File: config.mk
export PLATFORM = sky130hd
export DESIGN_NAME = switch_arbiter
export DESIGN_NICKNAME = d
export VERILOG_FILES = /design/src/rtl/packet_pkg.sv /design/src/rtl/switch_arb_output.sv /design/src/rtl/switch_arbiter.sv
export SDC_FILE = /design/constraint.sdc
export NUM_CORES = 1
export LEC_CHECK = 0
export BUFFER_PORTS_ARGS = -buffer_cell sky130_fd_sc_hd__buf_2
export CAP_MARGIN = 25
export CORE_ASPECT_RATIO = 0.6
export CORE_MARGIN = 1.5
export CORE_UTILIZATION = 60
export DETAILED_ROUTE_END_ITERATION = 12
export GPL_TIMING_DRIVEN = 0
export PLACE_DENSITY = 0.95
export SYNTH_ARGS = -nofsm -noshare
export SYNTH_HDL_FRONTEND = slang
export SYNTH_HIERARCHICAL = 1
export SYNTH_SLANG_ARGS = --single-unit
File: constraint.sdc
create_clock -name clk -period 17.83 [get_ports clk]
set_input_delay 3.566 -clock clk [delete_from_list [all_inputs] [get_ports clk]]
set_output_delay 3.566 -clock clk [all_outputs]
set_load 0.005 [all_outputs]
File: src/rtl/packet_pkg.sv
// Shared packet types and helpers for the 4-port switch.
package packet_pkg;

  localparam int unsigned NUM_PORTS = 4;
  localparam int unsigned SRC_W     = 4;
  localparam int unsigned TGT_W     = 4;
  localparam int unsigned DATA_W    = 8;
  localparam int unsigned PKT_W     = SRC_W + TGT_W + DATA_W;

  typedef struct packed {
    logic [SRC_W-1:0]  src;
    logic [TGT_W-1:0]  tgt;
    logic [DATA_W-1:0] data;
  } packet_t;

  // A packet is illegal when it targets nobody or names a non-existent source.
  function automatic logic is_illegal_packet(packet_t pkt);
    return (pkt.tgt == '0) || (32'(pkt.src) >= NUM_PORTS);
  endfunction

  // Port index idx steps after ptr in round-robin order.
  function automatic int unsigned rr_next(int unsigned ptr, int unsigned idx,
                                          int unsigned n = NUM_PORTS);
    return (ptr + idx) % n;
  endfunction

endpackage

File: src/rtl/switch_arb_output.sv
// One crossbar output: registered internal valid/data pair plus egress cooldown counter.
module switch_arb_output
  import packet_pkg::*;
#(
  parameter int unsigned COOLDOWN = 1
) (
  input  logic    clk,
  input  logic    rst_n,
  input  logic    claim_en,
  input  packet_t claim_data,
  output logic    out_valid,
  output packet_t out_data,
  output logic    busy_c
);

  localparam int unsigned BUSY_W = (COOLDOWN < 1) ? 1 : $clog2(COOLDOWN + 1);

  logic [BUSY_W-1:0] busy_cnt;

  assign busy_c = (busy_cnt != '0);

  // Delivery register: valid pulses for one cycle, data holds when idle.
  always_ff @(posedge clk or negedge rst_n) begin
    if (!rst_n) begin
      out_valid <= 1'b0;
      out_data  <= '0;
    end else begin
      out_valid <= claim_en;
      if (claim_en) begin
        out_data <= claim_data;
      end
    end
  end

  // Turnaround counter keeps the output out of the claim pool after each grant.
  always_ff @(posedge clk or negedge rst_n) begin
    if (!rst_n) begin
      busy_cnt <= '0;
    end else if (claim_en) begin
      busy_cnt <= BUSY_W'(COOLDOWN);
    end else if (busy_cnt != '0) begin
      busy_cnt <= busy_cnt - BUSY_W'(1);
    end
  end

endmodule

File: src/rtl/switch_arbiter.sv
// Round-robin greedy arbiter and crossbar: grants non-overlapping head requests, delivers one cycle later.
module switch_arbiter
  import packet_pkg::*;
#(
  parameter int unsigned NUM_PORTS = packet_pkg::NUM_PORTS,
  parameter int unsigned COOLDOWN  = 1
) (
  input  logic                                clk,
  input  logic                                rst_n,
  input  logic [NUM_PORTS-1:0]                req,
  input  logic [NUM_PORTS-1:0][NUM_PORTS-1:0] req_target,
  input  packet_t [NUM_PORTS-1:0]             req_data,
  output logic [NUM_PORTS-1:0]                grant,
  output logic [NUM_PORTS-1:0]                out_valid,
  output packet_t [NUM_PORTS-1:0]             out_data,
  output logic [7:0]                          drop_count
);

  localparam int unsigned PTR_W = (NUM_PORTS > 1) ? $clog2(NUM_PORTS) : 1;
  localparam int unsigned CNT_W = $clog2(NUM_PORTS + 1);

  logic [PTR_W-1:0]        rr_ptr;
  logic [NUM_PORTS-1:0]    busy;
  logic [NUM_PORTS-1:0]    grant_c;
  logic [NUM_PORTS-1:0]    claimed;
  logic [NUM_PORTS-1:0]    claim_en;
  packet_t [NUM_PORTS-1:0] claim_data;
  logic                    first_found;
  logic [PTR_W-1:0]        first_idx;
  logic [PTR_W-1:0]        scan_idx;
  logic [CNT_W-1:0]        drop_inc;
  logic [8:0]              drop_sum;
  logic [7:0]              drop_next;

  // Greedy scan from rr_ptr; a request wins only if its whole mask is free.
  always_comb begin
    grant_c     = '0;
    claimed     = '0;
    claim_en    = '0;
    claim_data  = '0;
    first_found = 1'b0;
    first_idx   = '0;
    scan_idx    = '0;
    drop_inc    = '0;
    for (int i = 0; i < int'(NUM_PORTS); i++) begin
      scan_idx = PTR_W'(rr_next(32'(rr_ptr), 32'(i), NUM_PORTS));
      if (req[scan_idx] && ((req_target[scan_idx] & (busy | claimed)) == '0)) begin
        grant_c[scan_idx] = 1'b1;
        claimed           = claimed | req_target[scan_idx];
        if (req_target[scan_idx] == '0) begin
          drop_inc = drop_inc + CNT_W'(1);
        end
        if (!first_found) begin
          first_found = 1'b1;
          first_idx   = scan_idx;
        end
        for (int o = 0; o < int'(NUM_PORTS); o++) begin
          if (req_target[scan_idx][o]) begin
            claim_en[o]   = 1'b1;
            claim_data[o] = req_data[scan_idx];
          end
        end
      end
    end
  end

  assign grant = grant_c & {NUM_PORTS{rst_n}};

  assign drop_sum  = {1'b0, drop_count} + 9'(drop_inc);
  assign drop_next = (drop_sum > 9'd255) ? 8'hFF : drop_sum[7:0];

  // Pointer moves just past the first winner; idle cycles leave it in place.
  always_ff @(posedge clk or negedge rst_n) begin
    if (!rst_n) begin
      rr_ptr <= '0;
    end else if (first_found) begin
      rr_ptr <= PTR_W'(rr_next(32'(first_idx), 32'd1, NUM_PORTS));
    end
  end

  always_ff @(posedge clk or negedge rst_n) begin
    if (!rst_n) begin
      drop_count <= '0;
    end else begin
      drop_count <= drop_next;
    end
  end

  for (genvar o = 0; o < int'(NUM_PORTS); o++) begin : g_out
    switch_arb_output #(
      .COOLDOWN (COOLDOWN)
    ) u_out (
      .clk        (clk),
      .rst_n      (rst_n),
      .claim_en   (claim_en[o]),
      .claim_data (claim_data[o]),
      .out_valid  (out_valid[o]),
      .out_data   (out_data[o]),
      .busy_c     (busy[o])
    );
  end

endmodule

==> reports/qor.yml <==
outcome: "finished, final reports clean"
drt_iter0_drc: 1483
grt_pass1_wl_um: 39000
synth_fp_nets: 864
holdBufCountCts: 0
drv_cap: 0
wirelength_um: 26700
vias: 7837
ys.warnings.count: 6
syn_area_um2: 7330
setup_viol: 0
ys_types: 60
fin_crit_ps: 10870
antenna_found_initial: 0
dr.pass1.iters: 8
first_global_vias: 6942
clock_latency_ps: 340
grt_max_degree: 69
ios: 166
ys.flop_type: "dfrtp_1"
tns_ps: 0
fin_nets: 1042
rsz0062_at_grt: "false"
fp.dieH_um: 88.6
synth_async_sr_flop_share_pct: 100
drc: 0
worst-setup-path-type: "in2out"
clk_path_buf_depth: 2
dp_hpwl_um: 19500
max_slew_margin_pct: 36.1
place_congestion: 1.08
seq_area_frac_synth_pct: 26.6
h-tree-depth: 3
synth.avg_cell_area_um2: 9.62
portBuffers: 165
row_count: 31
nFillCells: 872
final_cell_mix: "buf_2, dfrtp_1, o22ai_1"
maxClockFrequency_ghz: 0.0920
met3_length_um: 4450
top_layer: "met4"
clkTransAtPathRegs_ps: 60
viasPerCell: 7.07
critPathLaunchType: "input port"
fp.dieW_um: 146
hold_path.class: "reg2reg"
ctsResizeCount: 0
cts_made_buffers: 9
n_antenna_cell: 0
synth_edf_count: 0
post_cts_buffers: 0
cp-end-kind: "primary output"
syn_inst: 762
root_buffer: "clkbuf_16"
overflow: 0
drive_above_1_share_pct: 35.5
wl_met2_um: 10500
post-route-period-util_pct: 61.0
r2r_slack_ps: 10800
dieArea_um2: 12900
gr-usage-all-layers_pct: 39.9
slew_viol_final: 0
m1WireLength_um: 10700
cp_max_fo: 10
hold_viol_final: 0
tightest_slew_ps: 951
crit_arrival_ps: 7310
tritoncts: "built"
fin_skew_ps: 8.98
clkSinkCount: 78
route.antenna.remaining_nets: 0
synth.ff_latch_count: 78
worstPathRequired_ps: 14260
wl_per_cell_um: 24.1
syn2layout_area_growth_pct: 18.9
mostFrequentLayoutCell: "buf_2"
core_region_area_um2: 12000
initial_core_util_pct: 61.2
## Yosys cell counts, types with 3 or more instances
cell type  count  area, um2
nor4_1         3       18.8
a21oi_1       42        210
nand2b_1       5       31.3
buf_6         11        124
nor2_1        53        199
nor3_1         5       25.0
o21ai_0       37        185
mux2i_1       45        450
nor4_2         3       37.5
o22ai_1       66        413
buf_2          6       30.0
ha_1          15        188
buf_4          6       45.0
nand2_1       64        240
or3_1          5       31.3
or4_1          3       22.5
nand4_1        3       18.8
dfrtp_1       78       1950
mux2_4        40        601
a21boi_0       4       30.0
nand3_1       10       50.1
clkbuf_1      35        131
inv_1         12       45.0
and2_1        11       68.8
a221o_1       64        641
a222oi_1       4       40.0
mux2_2        64        721
buf_1          7       26.3
xnor2_1        7       61.3
mux4_2        10        225
buf_12         4       80.1
## final timing paths
| path | start | end | cells after the start |
|---|---|---|---|
| max | req_target[14] | grant[1] | 14 |
| min reg2reg | g_out[3].u_out/out_data[1] | g_out[3].u_out/out_data[1] | 1 |
| min | g_out[3].u_out/out_data[1] | g_out[3].u_out/out_data[1] | 1 |
| min in group asynchronous | rst_n | g_out[0].u_out/out_data[13] | 1 |
| max reg2reg | rr_ptr[1] | drop_count[5] | 23 |
| max in group asynchronous | rst_n | g_out[2].u_out/out_data[7] | 2 |
## area by class of cell
class | instances | area (um2) | share of cell area [%]
Buffer | 69 | 437 | 5.01
Clock buffer | 10 | 229 | 2.63
Clock inverter | 5 | 83.8 | 0.962
Inverter | 13 | 48.8 | 0.560
Multi-Input combinational cell | 602 | 4890 | 56.2
Sequential cell | 78 | 1950 | 22.4
Tap cell | 165 | 206 | 2.37
Timing Repair Buffer | 167 | 863 | 9.91
## layer usage
layer  global-route usage [%]  vias up
li1                         -     3320
met3                     14.9      151
met5                        0        -
met2                     55.9      726
met4                     14.6        0
met1                     55.9     3640
## worst max-delay path, stage by stage
cell,delay [ps]
buf_2,130
mux4_2,580
a21bo_2,260
o41ai_2,500
and2_1,210
buf_4,150
nor4_2,70
nor4_2,790
a31oi_1,260
and4_1,280
buf_4,170
nand2_1,70
a21boi_0,110
buf_2,160
## per-stage QoR
step | setup slack [ps] | utilization (%) | instance area (um2) | hold slack (ps) | std cells
CTS | 7070 | 72.6 | 8710 | 511 | 1108
detailed placement | 7090 | 70.0 | 8390 | 491 | 1093
global route | 6930 | 72.7 | 8710 | 519 | 1109
finish | 6960 | 72.7 | 8710 | 510 | 1109
global placement | 7160 | 69.8 | 8360 | 486 | 1092
floorplan | 8100 | - | 7330 | 494 | 762
## registers in the layout, summed over array words and instances, names as in the netlist
name,cells
drop_count,8
g_out.u_out/out_data,64
g_out.u_out/busy_c,4
rr_ptr,2
## kinds of logic after synthesis
logic type | share of synthesized area (%)
flops | 26.6
compound gates | 24.2
xor+xnor | 1.08
simple gates | 11.5
mux | 27.2
fa+ha+maj | 2.83
buf+inv | 6.62
Power is not shown: default switching activity piles up to over one toggle a cycle in this logic, so the estimate is an artifact.
